--- src/rtl/hub75_pkg.sv ---
// Shared HUB75 definitions: the pixel word width and type used from the SPI front end
// through the panel pipeline.
package hub75_pkg;

  localparam int WORD_WIDTH = 16;

  typedef logic [WORD_WIDTH-1:0] pixel_word_t;

endpackage

--- src/rtl/spi_slave.sv ---
// Receive-only SPI slave (mode 0): deserialises MOSI MSB first into words and
// strobes pixel_clock for one spi_clk cycle as each word completes.
module spi_slave #(
  parameter int WORD_WIDTH = hub75_pkg::WORD_WIDTH
) (
  input  logic                  spi_clk,
  input  logic                  reset,
  input  logic                  spi_mosi,
  output logic [WORD_WIDTH-1:0] data,
  output logic                  pixel_clock
);

  localparam int                     COUNT_WIDTH = $clog2(WORD_WIDTH);
  localparam logic [COUNT_WIDTH-1:0] LAST_BIT    = COUNT_WIDTH'(WORD_WIDTH - 1);

  // Only WORD_WIDTH-1 bits need storing: the final bit comes straight from MOSI.
  logic [WORD_WIDTH-2:0]  shift;
  logic [COUNT_WIDTH-1:0] bit_count;
  logic                   word_done;
  logic [WORD_WIDTH-1:0]  next_word;

  assign word_done = (bit_count == LAST_BIT);
  assign next_word = {shift, spi_mosi};

  // No chip select exists, so reset is the only thing that re-aligns word framing.
  always_ff @(posedge spi_clk or posedge reset) begin
    if (reset) begin
      shift       <= '0;
      bit_count   <= '0;
      data        <= '0;
      pixel_clock <= 1'b0;
    end else begin
      shift       <= next_word[WORD_WIDTH-2:0];
      bit_count   <= word_done ? '0 : bit_count + COUNT_WIDTH'(1);
      pixel_clock <= word_done;
      if (word_done) begin
        data <= next_word;
      end
    end
  end

endmodule

--- config.mk ---
export PLATFORM = sky130hd
export DESIGN_NAME = spi_slave
export DESIGN_NICKNAME = d
export VERILOG_FILES = /design/src/rtl/hub75_pkg.sv /design/src/rtl/spi_slave.sv
export SDC_FILE = /design/constraint.sdc
export NUM_CORES = 1
export LEC_CHECK = 0
export CORE_MARGIN = 2
export CORE_UTILIZATION = 53
export DETAILED_ROUTE_END_ITERATION = 10
export PLACE_DENSITY = 0.79
export SLEW_MARGIN = 15
export SYNTH_ARGS = -nofsm -noshare
export SYNTH_HDL_FRONTEND = slang
export SYNTH_SLANG_ARGS = --single-unit
export TNS_END_PERCENT = 100
--- constraint.sdc ---
create_clock -name spi_clk -period 4.1 [get_ports spi_clk]
set_input_delay 0.615 -clock spi_clk [delete_from_list [all_inputs] [get_ports spi_clk]]
set_output_delay 0.615 -clock spi_clk [all_outputs]
set_load 0.05 [all_outputs]
; Yosys cells after proc, flatten, opt, wreduce, memory -nomap -nowiden
; Index checks and enable logic that the tools add are counted.
[totals]
romBits = 0
ramBits = 0
latchBits = 0
memories = 0
in_bits = 3
output_inout_bits = 17
register_bits = 36
word_cells = 7
[classes]
mux = 1
div_mod_pow = 0
n_mul = 0
eq_ne = 1
n_lt_le_gt_ge = 0
n_reduce_logical = 0
shift = 0
add_sub_neg = 1
n_bitwise = 0
[op_table]
columns = op, n
row1 = adder 4 x 1 -> 4 bit (second input constant), 1
row2 = == test 4 bit (second input constant), 1
row3 = 2-to-1 mux 4 bit, 1

; Depth between registers and ports, before layout
; Gate-level depths: netlist of run 1.
[logic_depth]
word_depth = 2
ltp_mapped = 5
mapped_depth_nobuf = 4

; Worst setup path before layout of run 1
; Ideal clock, no wire load.
[synth_timing]
path_type = reg-to-reg
from = register bit_count[0]
to = register data[0]
period_less_slack_ns = 1.348
t_arrival_ns = 1.223
setup_time_ns = 0.125
path_buffers = 1
setup_slack_ns = 2.752
stages_incl_launch_ff = 5
cell_sequence = dfrtp_1 > ha_1 > nand3_4 > buf_6 > mux2_4
[synth_via]
elab_chain_cells = 1
[synth_lines]
columns = element, line
row1 = "start, declared", spi_slave.sv:18  ; logic [COUNT_WIDTH-1:0] bit_count;
row2 = "start signal, assigned", spi_slave.sv:34  ; bit_count <= word_done ? '0 : bit_count + COUNT_WIDTH'(1);
row3 = == test 4 bit, spi_slave.sv:22  ; assign word_done = (bit_count == LAST_BIT);
row4 = "end signal, assigned", spi_slave.sv:37  ; data <= next_word;
row5 = "end, declared", spi_slave.sv:9  ; output logic [WORD_WIDTH-1:0] data,
; Every way passes these cells.
; A chain may end at the register's enable or synchronous reset.

; Worst setup path after layout of run 1
[layout_timing]
from = register data[1]
to = output port data[1]
; No word-level cell between the ends.

==> metrics.md, run 1 <==
| Metric | Value |
|---|---|
| Routed wire length | `~1.8 mm` |
| Worst Setup EP | `data[1]` |
| Core footprint | `0.00219 mm²` |
| Clock skew | `0.00671 ns` |
| Final min period | `2.13 ns` |
| Clk buf depth | `2` |
| CP max stage delay | `0.81 ns` |
| Worst slew pin tran | `0.498 ns` |
| Crit share post-route | `0.520` |
| Hold Slack | `0.382 ns` |
| Reg2reg start | `bit_count[0]` |
| Crit path cell chain | `clkdlybuf4s50_1` |
| DR pass1 iterations | `3` |
| Yosys cell types | `13` |
| Worst r2r dst | `data[10]` |
| Max-Cap Viols | `0` |
| Number of I/O port buffers | `19` |
| Yosys reg bits | `36` |
| Clk sink count | `36` |
| Placed instance count | `111` |
| Post-DP HPWL | `1.13 mm` |
| Setup_tns | `0 ns` |
| Ys Warns | `0` |
| Outcome | `completed` |
| Iter 0 DRT Violations | `3` |
| Final nets | `94` |
| Max Slew Vio Count | `0` |
| Ant diodes | `0` |
| Vias after detailed routing | `roughly 600` |
| Post-Layout Cell Count | `119` |
| Worst Setup End Kind | `output port` |
| H-Tree Depth | `2` |
| Final instance area | `around 0.0015 mm²` |
| CP max FO | `2` |
| Clock root buffer | `clkbuf_4` |
| Pwr dens | `424 mW/mm²` |
| Global-route wire length before repair | `3.06 mm` |
| Area grow syn2layout | `23.3%` |
| Final hold viol count | `0` |
| RSZ-0062 raised after global routing | `false` |
| Post_cts resized | `0` |
| DP Area | `0.00143 mm²` |
| Fillcell total | `153` |
| Register area share after synthesis | `0.744` |
| Remaining DRCs | `0` |
| LEAKAGE | `0.000711 µW` |
| Initial antenna violation count | `0` |
| Top-Level Pins | `20` |
| HP Class | `flip-flop to flip-flop` |
| CP bufs+invs | `1` |
| Instance count on the critical path | `1` |
| Post-CTS setup buffers | `0` |
| Slowest cell on the critical path | `clkdlybuf4s50_1` |
| Layout cell share with drive strength beyond 1 | `0.286` |
| Synth Net Count | `68` |
| Vias per cell | `5.03` |
| Syn avg cell area | `18.9 µm²` |
| Crit path launch type | `flip-flop` |
| Worst vdd ir | `335 µV` |
| Gr usage total | `0.167` |
| WL/cell | `between 10 and 15 µm` |
| Crit path max-delay family | `buffers and inverters` |
| CTS tree | `yes` |
| Num CTS Buffers | `5` |
| Max_slew headroom | `0.667` |
| Die area | `about 0.0027 mm²` |
| Die Y-Extent | `51.8 µm` |
| Placement row count | `17` |
| Post-Syn Instances | `64` |
| Fmax | `approximately 0.47 GHz` |
| Worst Path Required | `between 3 and 4 ns` |
| Clock slew at reported path FFs | `approximately 0.1 ns` |
| Grt ovf | `0` |
| Mapped cell area | `0.00121 mm²` |
| Core Util, Final | `0.682` |
| Crit path kind | `flip-flop to output port` |
| Worst R2R Path Depth | `3` |
| Clk_lat worst skew | `0.33 ns` |
| # setup viols final | `0` |
| Die W | `51.8 µm` |
| Post-route ant nets | `0` |
| RD Place Congestion | `0.628` |
| Worst Path Arrival | `~1.5 ns` |
| Largest net degree at the start of global routing | `37` |
| Initial Utilization | `0.553` |
| Vias in the first global route | `673` |
| Worst Setup SP | `data[1]` |
| Register-to-register setup slack | `about 2.6 ns` |
| Hold-fix buffers, CTS | `0` |
[cell families (layout without fill, tap and decap cells)]
kind of cell    after synthesis  count (layout)  synth area share
flops                        36              36             0.744
mux                          16              16             0.177
simple gates                  5               5            0.0351
buf+inv                       4              31            0.0186
fa+ha+maj                     1               1            0.0103
compound gates                1               1           0.00826
xor+xnor                      1               1           0.00723
[report_power, final]
| group | internal [µW] | switching (µW) | total, µW |
|---|---|---|---|
| Clock | 81.5 | 108 | 189 |
| Sequential | 370 | 8.34 | 379 |
| Combinational | 23.8 | 40.9 | 64.7 |
[metrics by stage]
stage               total power [µW]  setup slack (ns)
finish                           633              1.97
global route                     662              1.91
CTS                              642              1.95
detailed placement               451              2.35
global placement                 450              2.35
floorplan                        427              2.68
[Yosys cell counts]
cell type,number,share of area
a311o_1,1,0.0083
and2b_1,1,0.0062
and4b_1,1,0.0083
buf_6,1,0.0093
dfrtp_1,36,0.74
ha_1,1,0.010
inv_1,3,0.0093
mux2_2,7,0.065
mux2_4,9,0.11
nand2_1,1,0.0031
nand3_4,1,0.014
nor2_1,1,0.0031
xor2_1,1,0.0072
[cells in the final DEF, fill, tap and decap left out, types with 2 or more instances in the layout]
cell             count
mux2_2               7
clkinv_2             2
dfrtp_1             36
clkdlybuf4s50_1     19
mux2_4               9
clkbuf_4             5
inv_1                3
[sequential cells by signal (all words and copies together) (netlist names)]
| register | count |
|---|---|
| bit_count | 4 |
| data | 16 |
| pixel_clock | 1 |
| shift | 15 |
[cell type report]
type                            instances  area [µm²]  area share
Clock inverter                          2        10.0     0.00670
Tap cell                               28        35.0      0.0235
Inverter                                3        11.3     0.00754
Sequential cell                        36         901       0.603
Multi-Input combinational cell         24         288       0.193
Timing Repair Buffer                   20         198       0.132
Clock buffer                            6        51.3      0.0343
[worst min path at each step]
| stage | from | endpoint | cells past startpoint | slack (ns) |
|---|---|---|---|---|
| after floorplan | shift[2] | shift[3] | 0 | 0.35 |
| after global placement | shift[4] | shift[5] | 0 | 0.36 |
| after detailed placement | shift[8] | shift[9] | 0 | 0.36 |
| after CTS | shift[3] | shift[4] | 0 | 0.39 |
| after global routing | shift[8] | shift[9] | 0 | 0.39 |
| final | shift[5] | shift[6] | 0 | 0.38 |
[routing by layer]
metal / share of wire / vias up / GRT usage
li1: - / 269 / -
met1: 0.44 / 310 / 0.210
met2: 0.51 / 17 / 0.259
met3: 0.048 / 2 / 0.0862
met4: 0.0034 / 0 / 0.0395
met5: 0 / - / 0
No activity file was read; power rests on OpenSTA's default activity.
==> run 2, diff against run 1 <==
CORE_UTILIZATION = 50   (was 53)
PLACE_DENSITY = 0.76   (was 0.79)
clock period = 2 ns   (was 4.1 ns; I/O delays follow)
==> metrics.md, run 2 (synthesis gave the netlist of run 1 again) <==
| Metric | Value |
|---|---|
| Worst Path Required | `1.70 ns (-1.78 ns)` |
| Clk_lat worst skew | `0.32 ns (about the same)` |
| Gr usage total | `0.157 (-0.00999)` |
| WL/cell | `14.9 µm (-0.56%)` |
| Clk sink count | `36 (unchanged)` |
| HP Class | `input pin to async pin` |
| Num CTS Buffers | `5 (unchanged)` |
| Vias per cell | `5.14 (+2.3%)` |
| Crit share post-route | `0.897` |
| Placement row count | `17 (unchanged)` |
| Clk buf depth | `2 (unchanged)` |
| Fmax | `0.557 GHz` |
| Die area | `0.00283 mm² (+5.5%)` |
| Top flop regs | `data: 16 flops, shift: 15 flops, bit_count: 4 flops` |
| Switching Power | `310 µW (+97%)` |
| Die Y-Extent | `53.2 µm (+2.7%)` |
| Clk pwr share | `0.309 (+0.010)` |
| Post-DP HPWL | `1.23 mm (+9.0%)` |
| Max reg flops | `16 (unchanged)` |
| Worst R2R Path Depth | `3 (unchanged)` |
| Routed wire length | `1.77 mm (-0.56%)` |
| Number of I/O port buffers | `19 (unchanged)` |
| Die W | `53.2 µm (+2.7%)` |
| Reg power frac | `0.589 (-0.009)` |
| Grt ovf | `0 (unchanged)` |
| Outcome | `completed` |
| Max-Cap Viols | `0 (unchanged)` |
| Slowest cell on the critical path | `clkdlybuf4s50_1` |
| Crit path max-delay family | `buffers and inverters` |
| Final hold viol count | `0 (unchanged)` |
| Instance count on the critical path | `1 (unchanged)` |
| Pwr dens | `876 mW/mm² (+110%)` |
| Final nets | `95 (+1.1%)` |
| CP bufs+invs | `1 (unchanged)` |
| Core footprint | `0.00225 mm² (+2.9%)` |
| Vias in the first global route | `657 (-2.4%)` |
| CP max FO | `2 (unchanged)` |
| Sw Share | `0.235 (-0.0132)` |
| RSZ-0062 raised after global routing | `false` |
| Worst Path Arrival | `1.49 ns (-0.03 ns)` |
| Reg2reg start | `bit_count[0]` |
| Final min period | `about 1.8 ns` |
| Commonest cells after routing, fill and taps aside | `dfrtp_1 (36), clkdlybuf4s50_1 (19), mux2_4 (9), mux2_2 (7), clkbuf_4 (5)` |
| DR pass1 iterations | `5 (+2)` |
| Post-CTS setup buffers | `0 (unchanged)` |
| Area grow syn2layout | `24.3%` |
| Clock skew | `0.00811 ns (+0.00141 ns)` |
| Power Internal | `1010 µW (+110%)` |
| Worst r2r dst | `data[1]` |
| Crit path kind | `flip-flop to output port` |
| CTS tree | `yes` |
| Crit path launch type | `flip-flop` |
| Register-to-register setup slack | `0.55 ns (-2.07 ns)` |
| LEAKAGE | `0.000716 µW (+0.59%)` |
| Max Slew Vio Count | `0 (unchanged)` |
| Worst vdd ir | `675 µV (+100%)` |
| Worst Setup EP | `data[10]` |
| Post-route ant nets | `0 (unchanged)` |
| Ant diodes | `0 (unchanged)` |
| Clock slew at reported path FFs | `0.10 ns (about the same)` |
| Worst Setup SP | `data[10]` |
| Max_slew headroom | `0.663 (-0.00402)` |
| H-Tree Depth | `2 (unchanged)` |
| RD Place Congestion | `0.694 (+11%)` |
| Combinational share of power | `0.102 (about the same)` |
| # setup viols final | `0 (unchanged)` |
| Worst Setup End Kind | `output port` |
| Hold-fix buffers, CTS | `0 (unchanged)` |
| Layout cell share with drive strength beyond 1 | `0.286 (unchanged)` |
| CP max stage delay | `0.81 ns (about the same)` |
| Global-route wire length before repair | `3.04 mm (-0.69%)` |
| Largest net degree at the start of global routing | `18 (-51%)` |
| Remaining DRCs | `0 (unchanged)` |
| Most flops, register | `data` |
| Top-Level Pins | `20 (unchanged)` |
| Iter 0 DRT Violations | `5 (+2)` |
| Post_cts resized | `0 (unchanged)` |
| Initial Utilization | `0.537 (-0.0156)` |
| Worst slew pin tran | `0.504 ns (+0.00602 ns)` |
| Clock root buffer | `clkbuf_4` |
| Core Util, Final | `0.668 (-0.0143)` |
| Vias after detailed routing | `612 (+2.3%)` |
| Crit path cell chain | `clkdlybuf4s50_1` |
| Setup_tns | `0 ns (unchanged)` |
| Initial antenna violation count | `0 (unchanged)` |
| Most common cell after layout, fill and taps aside | `dfrtp_1` |
[run 2: cell types whose count changed in the layout (fill, tap and decap cells not counted), sizes merged]
cell / previous run / this run
buf: 1 / 2
clkbuf: 6 / 7
clkinv: 2 / 0
[run 2: cell type report]
type | instances | area (µm²)
multi-input cells | 24 | 288
clock buffers | 7 | 65.1
well taps | 28 | 35.0
flip-flops and latches | 36 | 901
repair buffers | 21 | 205
inverters | 3 | 11.3
fillers | 175 | 749
[run 2: worst min path at each step]
stage                         start  cells past startpoint  slack (ns)         to
after floorplan            spi_mosi                      0        0.33   shift[0]
after global placement    shift[11]                      0        0.36  shift[12]
after detailed placement   shift[8]                      0        0.36   shift[9]
after CTS                     reset                      2        0.29   data[15]
after global routing          reset                      2        0.32   data[10]
final                         reset                      2        0.29   data[15]
[run 2: metrics by stage]
stage	power [µW]	hold slack (ns)	std cells	setup slack [ns]	instance area, µm²
6_report	1320	0.286	119	0.205	1510
5_1_grt	1380	0.321	119	0.133	1510
4_1_cts	1340	0.288	119	0.178	1510
3_5_place_dp	928	0.360	112	0.549	1440
3_3_place_gp	923	0.358	112	0.567	1440
2_1_floorplan	876	0.331	64	0.652	1210
[run 2: layer usage]
metal	share of wire	wire (µm)	GRT usage	vias to the layer above
li1	-	-	-	268
met1	0.44	780	0.200	312
met5	0	0	0	-
met4	0.011	19	0.0513	0
met2	0.49	865	0.245	27
met3	0.059	105	0.0621	5
[run 2: worst reg2reg max path, delay by kind of cell, from the launching register on]
| kind | cells | cell delay (ns) |
|---|---|---|
| adder cells (fa/ha/maj) | 1 | 0.26 |
| multiplexers | 1 | 0.38 |
| flip-flops | 1 | 0.40 |
| AND/OR/NAND/NOR | 1 | 0.29 |
[run 2: power by group through the flow]
stage / Clock, µW / Sequential (µW) / Combinational [µW]
2_1_floorplan: 0 / 845 / 30.3
3_3_place_gp: 0 / 789 / 135
3_5_place_dp: 0 / 791 / 137
4_1_cts: 427 / 777 / 137
5_1_grt: 455 / 781 / 143
6_report: 408 / 776 / 135
